===== src/rtl/alu_pkg.sv =====
// Shared types for the alu_sv command front end: opcodes, the queued
// command word and the sequencer state encoding.
package alu_pkg;

   // Operand width of the queued command word; the sequencer WIDTH must match.
   localparam int CMD_W = 4;

   typedef enum logic [1:0] {
      OP_ADD = 2'b00,
      OP_SUB = 2'b01,
      OP_AND = 2'b10,
      OP_OR  = 2'b11
   } alu_op_t;

   typedef struct packed {
      alu_op_t          op;
      logic             use_acc;
      logic [CMD_W-1:0] a;
      logic [CMD_W-1:0] b;
   } alu_cmd_t;

   typedef enum logic [1:0] {
      S_IDLE  = 2'b00,
      S_RUN   = 2'b01,
      S_STALL = 2'b10
   } seq_state_t;

endpackage


===== src/rtl/sync_fifo.sv =====
// Single-clock FIFO with a registered occupancy count; head is read
// combinationally so the consumer sees it in the same cycle.
module sync_fifo #(
   parameter int WIDTH = 8,
   parameter int DEPTH = 4
) (
   input  logic                   clk,
   input  logic                   rst_n,
   input  logic                   push,
   input  logic                   pop,
   input  logic [WIDTH-1:0]       wdata,
   output logic [WIDTH-1:0]       rdata,
   output logic                   full,
   output logic                   empty,
   output logic [$clog2(DEPTH):0] count
);

   localparam int PTR_W = $clog2(DEPTH);
   localparam int CNT_W = PTR_W + 1;

   logic [WIDTH-1:0] mem [DEPTH];
   logic [PTR_W-1:0] wr_ptr;
   logic [PTR_W-1:0] rd_ptr;
   logic             do_push;
   logic             do_pop;

   assign full    = (count == CNT_W'(DEPTH));
   assign empty   = (count == '0);
   assign do_push = push & ~full;
   assign do_pop  = pop & ~empty;
   assign rdata   = mem[rd_ptr];

   // Storage array is not reset; only pointers and count define validity.
   always_ff @(posedge clk) begin
      if (do_push) begin
         mem[wr_ptr] <= wdata;
      end
   end

   // Pointers wrap naturally because DEPTH is a power of two.
   always_ff @(posedge clk or negedge rst_n) begin
      if (!rst_n) begin
         wr_ptr <= '0;
         rd_ptr <= '0;
         count  <= '0;
      end else begin
         if (do_push) begin
            wr_ptr <= wr_ptr + 1'b1;
         end
         if (do_pop) begin
            rd_ptr <= rd_ptr + 1'b1;
         end
         case ({do_push, do_pop})
            2'b10:   count <= count + 1'b1;
            2'b01:   count <= count - 1'b1;
            default: count <= count;
         endcase
      end
   end

endmodule


===== src/rtl/alu_cmd_sequencer.sv =====
// Command front end for alu_sv: queues commands, issues the FIFO head to the
// ALU, and registers each result into a valid/ready stream plus accumulator.
module alu_cmd_sequencer
   import alu_pkg::*;
#(
   parameter int WIDTH = 4,
   parameter int DEPTH = 4
) (
   input  logic             i_clk,
   input  logic             i_rst_n,
   input  logic             i_cmd_valid,
   output logic             o_cmd_ready,
   input  logic [1:0]       i_cmd_op,
   input  logic [WIDTH-1:0] i_cmd_a,
   input  logic [WIDTH-1:0] i_cmd_b,
   input  logic             i_cmd_use_acc,
   output logic [1:0]       o_alu_opcode,
   output logic [WIDTH-1:0] o_alu_a,
   output logic [WIDTH-1:0] o_alu_b,
   input  logic [WIDTH-1:0] i_alu_result,
   input  logic             i_alu_carry,
   input  logic             i_alu_zero,
   output logic             o_res_valid,
   input  logic             i_res_ready,
   output logic [WIDTH-1:0] o_res_data,
   output logic             o_res_carry,
   output logic             o_res_zero,
   output logic [WIDTH-1:0] o_acc,
   output logic             o_busy
);

   localparam int CNT_W = $clog2(DEPTH) + 1;

   alu_cmd_t         push_cmd;
   alu_cmd_t         head;
   logic             fifo_full;
   logic             fifo_empty;
   logic [CNT_W-1:0] fifo_count;
   logic [CNT_W-1:0] next_count;
   logic             accept;
   logic             issue;
   logic             next_res_valid;
   seq_state_t       state;

   assign push_cmd.op      = alu_op_t'(i_cmd_op);
   assign push_cmd.use_acc = i_cmd_use_acc;
   assign push_cmd.a       = i_cmd_a;
   assign push_cmd.b       = i_cmd_b;

   sync_fifo #(
      .WIDTH ($bits(alu_cmd_t)),
      .DEPTH (DEPTH)
   ) u_cmd_fifo (
      .clk   (i_clk),
      .rst_n (i_rst_n),
      .push  (accept),
      .pop   (issue),
      .wdata (push_cmd),
      .rdata (head),
      .full  (fifo_full),
      .empty (fifo_empty),
      .count (fifo_count)
   );

   // Ready comes only from the registered count, so a pop never unblocks a full FIFO early.
   assign o_cmd_ready    = ~fifo_full;
   assign accept         = i_cmd_valid & o_cmd_ready;
   assign issue          = ~fifo_empty & (~o_res_valid | i_res_ready);
   assign next_res_valid = issue | (o_res_valid & ~i_res_ready);
   assign next_count     = fifo_count + CNT_W'(accept) - CNT_W'(issue);
   assign o_busy         = ~fifo_empty | o_res_valid;

   // The ALU sees the FIFO head directly; an empty FIFO drives zeros.
   always_comb begin
      o_alu_opcode = '0;
      o_alu_a      = '0;
      o_alu_b      = '0;
      if (!fifo_empty) begin
         o_alu_opcode = head.op;
         o_alu_a      = head.use_acc ? o_acc : head.a;
         o_alu_b      = head.b;
      end
   end

   // Capture the ALU output on every issue; a consumed result with no new issue empties the slot.
   always_ff @(posedge i_clk or negedge i_rst_n) begin
      if (!i_rst_n) begin
         o_res_valid <= 1'b0;
         o_res_data  <= '0;
         o_res_carry <= 1'b0;
         o_res_zero  <= 1'b0;
         o_acc       <= '0;
      end else if (issue) begin
         o_res_valid <= 1'b1;
         o_res_data  <= i_alu_result;
         o_res_carry <= i_alu_carry;
         o_res_zero  <= i_alu_zero;
         o_acc       <= i_alu_result;
      end else if (o_res_valid && i_res_ready) begin
         o_res_valid <= 1'b0;
      end
   end

   // Activity state tracked alongside the datapath: idle, running, or stalled on the result stream.
   always_ff @(posedge i_clk or negedge i_rst_n) begin
      if (!i_rst_n) begin
         state <= S_IDLE;
      end else begin
         case (state)
            S_IDLE: begin
               if (accept) begin
                  state <= S_RUN;
               end
            end
            S_RUN: begin
               if (o_res_valid && !i_res_ready) begin
                  state <= S_STALL;
               end else if (next_count == '0 && !next_res_valid) begin
                  state <= S_IDLE;
               end
            end
            S_STALL: begin
               if (i_res_ready) begin
                  state <= S_RUN;
               end
            end
            default: state <= S_IDLE;
         endcase
      end
   end

endmodule


===== config.mk =====
export PLATFORM = sky130hd
export DESIGN_NAME = alu_cmd_sequencer
export DESIGN_NICKNAME = d
export VERILOG_FILES = /design/src/rtl/alu_pkg.sv /design/src/rtl/sync_fifo.sv /design/src/rtl/alu_cmd_sequencer.sv
export SDC_FILE = /design/constraint.sdc
export NUM_CORES = 1
export LEC_CHECK = 0
export BUFFER_PORTS_ARGS = -buffer_cell sky130_fd_sc_hd__clkbuf_2
export CAP_MARGIN = 15
export CORE_MARGIN = 3
export CORE_UTILIZATION = 45
export CTS_BUF_LIST = sky130_fd_sc_hd__clkbuf_2
export DETAILED_ROUTE_END_ITERATION = 6
export GPL_ROUTABILITY_DRIVEN = 0
export GPL_TIMING_DRIVEN = 1
export HOLD_SLACK_MARGIN = 0.05
export PLACE_DENSITY = 0.67
export SYNTH_ARGS = -nofsm -noshare
export SYNTH_HDL_FRONTEND = slang
export SYNTH_SLANG_ARGS = --single-unit

===== constraint.sdc =====
create_clock -name i_clk -period 5.36 [get_ports i_clk]
set_input_delay 1.34 -clock i_clk [delete_from_list [all_inputs] [get_ports i_clk]]
set_output_delay 1.34 -clock i_clk [all_outputs]
set_load 0.005 [all_outputs]

==> summary.txt <==
Switching Share -> 33.7%
CTS H-Tree Depth -> 3
Initial antenna violation count -> 0
GRT Max-Usage Layer -> met2
Yosys reg bits -> 58
Largest family of logic cells by synthesized area -> multiplexers
Row count -> 26
Final instance area -> 0.00273 mm^2
Max VDD drop -> 327 uV
Crit start category -> register
Synth Area in Adders -> 3.43%
Seq/Total Area, Yosys -> 69.4%
Mux contribution to synthesized area -> 15.4%
Initial DRC count -> 58
Per-cell routed wire length -> 17.3 um
Met2 Use GR -> 25.8%
Global route total overflow -> 0
Slew @ Worst Pin -> 0.932 ns
Die X -> 79.2 um
Leak -> 1.09 nW
Sequential Power Share -> 49.5%
Met1 Resource Use GR -> 18.3%
Worst Path Arrival -> 2.39 ns
Slew HR -> 37.5%
Total number of vias -> 1266
Mapped Nets -> 158
Hold Crit Class -> reg2reg
Routed Antenna Nets -> 0
RSZ-0062 raised after global routing -> no
Mapped Cells -> 131
Sequential cell area -> 0.00167 mm^2
# diodes -> 0
Die Span Y -> 79.2 um
FMAX -> 268 MHz
Worst-case clock buffer depth -> 2
Compound-Gate Fraction of Synth Area -> 0.208%
Area of the multi-input gates -> 662 um^2
Worst skew pair latency -> 0.47 ns
Post-CTS sizing -> 0
CTS Buf Count -> 9
Placed Area -> 0.00266 mm^2
DP HPWL -> 3040 um
Status -> complete, no violations
Post-CTS repair timing setup buffer count -> 0
Design Power -> 1.44 mW
# port buffers -> 43
Clk sink count -> 58
TNS Setup -> 0 ns
Xor and xnor fraction of the mapped netlist area -> 2.18%
Final hold violation count -> 0
Largest net degree at the start of global routing -> 15
Tcrit/Tclk final -> 69.5%
Synth cell types -> 26
DR vias/cell -> 5.04
Min Tclk post-route -> 3.73 ns
TritonRoute pass-1 iters -> 4
Max Fanout on Critical Path -> 13
Hold buffers post-CTS -> 0
Critical Path RT -> 4.02 ns
Synth Flop Type -> edfxtp_1
Starting Density -> 46.9%
Max Cap Viol -> 0
First-pass GRT wire length -> 6890 um
Net switching power -> 0.485 mW
Post-synthesis simple-gate area fraction -> 6.28%
DRC -> 0
Filler cell count -> 451
Mapped cell area -> 0.00241 mm^2
Gr usage total -> 15.5%
FFs w/ async S/R, synth -> 24.1%
Synthesis warning total -> 0
Synth top area cells -> edfxtp_1, dfrtp_1, mux4_2
Core area -> 0.00514 mm^2
Grt met3 use -> 3.74%
Synth top area share -> 54.8%
Final Skew -> 0.0244 ns
Synth top cells by count -> edfxtp_1, dfrtp_1, mux4_2
Comb power frac -> 36.1%
Syn_area_per_cell -> 18.4 um^2
Die ar. -> 0.00627 mm^2
Layout Nets -> 204
Final setup violation count -> 0
Root Driver -> clkbuf_2
Layout cells sized above 1 -> 44.8%
Slew Limit Fails -> 0
Cell taking the most area after synthesis -> edfxtp_1
WL final -> 4340 um
Post-synth EDFFs -> 44
Area Growth Syn to Fin -> 13.4%
P per Cell Area -> 527 mW/mm^2
TritonCTS clock tree -> yes
WS Path Type -> reg2out
Clock Power Share -> 14.4%
Crit end category -> output port
Count leader, synth -> edfxtp_1
IO Count -> 44
Pint -> 0.955 mW
Vias in the first global route -> 1348
CTS clk-pin slew, worst paths -> 0.16 ns
## layout make-up
cell class	count	share of cell area, %
clock buffers	11	2.01
clock inverters	4	0.732
inverters	6	0.824
multi-input cells	59	24.2
flip-flops and latches	58	61.1
well taps	70	3.20
repair buffers	43	7.87
## worst max-delay path, stage by stage, from the launching register on
cell      delay (ns)
dfrtp_1         0.85
mux4_2          0.68
mux2i_1         0.18
nor2_1          0.06
clkbuf_2        0.16
## placed cells by master (no fill, tap or decap)
cell type / netlist / final
clkbuf_2: 0 / 54
edfxtp_1: 44 / 44
dfrtp_1: 14 / 14
mux4_2: 11 / 11
nor2b_1: 7 / 7
inv_1: 6 / 6
mux2_2: 6 / 6
nor2_1: 5 / 5
ha_1: 5 / 5
mux2i_1: 4 / 4
and3_2: 4 / 4
xor2_1: 4 / 4
nand2b_1: 2 / 2
xnor2_1: 2 / 2
nand2_1: 2 / 2
clkinv_1: 0 / 2
nor3_2: 1 / 1
or3b_4: 1 / 1
and2_4: 1 / 1
o21ai_0: 1 / 1
and3b_1: 1 / 1
mux2_4: 1 / 1
fa_1: 1 / 1
clkinv_2: 0 / 1
clkinvlp_4: 0 / 1
## registers in the layout (all words and copies together) (netlist names)
name / cells
o_acc: 4
o_res_carry: 1
u_cmd_fifo.wr_ptr: 2
o_res_zero: 1
u_cmd_fifo.rd_ptr: 2
u_cmd_fifo.count: 3
o_res_valid: 1
u_cmd_fifo.mem: 44
## logic make-up after synthesis
family                   Yosys count
AND/OR/NAND/NOR                   24
buffers and inverters             14
flip-flops                        58
XOR/XNOR                           6
adder cells (fa/ha/maj)            6
AO/OA/AOI/OAI                      1
multiplexers                      22
## routing by layer
| metal | share of wire (%) | up-vias |
|---|---|---|
| met2 | 53 | 32 |
| met1 | 41 | 647 |
| met4 | 2.1 | 0 |
| met3 | 3.6 | 9 |
| li1 | - | 578 |
| met5 | 0 | - |
## power by group through the flow
| stage | Combinational (mW) | Sequential, mW | Clock, mW |
|---|---|---|---|
| CTS | 0.531 | 0.719 | 0.216 |
| detailed placement | 0.529 | 0.729 | 0 |
| global route | 0.575 | 0.734 | 0.237 |
| global placement | 0.512 | 0.715 | 0 |
| finish | 0.519 | 0.713 | 0.207 |
| floorplan | 0.403 | 0.672 | 0 |
## final timing paths
path / depth (start not counted) / slack (ns) / endpoint / from
max: 4 / 1.63 / o_alu_a[2] / u_cmd_fifo.rd_ptr[0]$_DFFE_PN0P_
max in group asynchronous: 1 / 4.33 / u_cmd_fifo.count[1]$_DFFE_PN0P_ / i_rst_n
min in group asynchronous: 1 / 0.74 / o_acc[3]$_DFFE_PN0P_ / i_rst_n
max reg2reg: 6 / 2.71 / u_cmd_fifo.count[1]$_DFFE_PN0P_ / u_cmd_fifo.count[0]$_DFFE_PN0P_
min reg2reg: 1 / 0.54 / u_cmd_fifo.count[2]$_DFFE_PN0P_ / u_cmd_fifo.count[2]$_DFFE_PN0P_
min: 1 / 0.54 / u_cmd_fifo.count[2]$_DFFE_PN0P_ / u_cmd_fifo.count[2]$_DFFE_PN0P_
## metrics by stage
step	hold WS [ns]	std cells	utilization [%]	worst slack [ns]
6_report	0.545	251	53.2	1.63
5_1_grt	0.567	251	53.2	1.41
4_1_cts	0.545	251	53.2	1.52
3_5_place_dp	0.520	236	51.7	1.94
3_3_place_gp	0.490	236	51.7	2.04
2_1_floorplan	0.475	131	-	2.55
No activity file was read; power rests on OpenSTA's default activity.
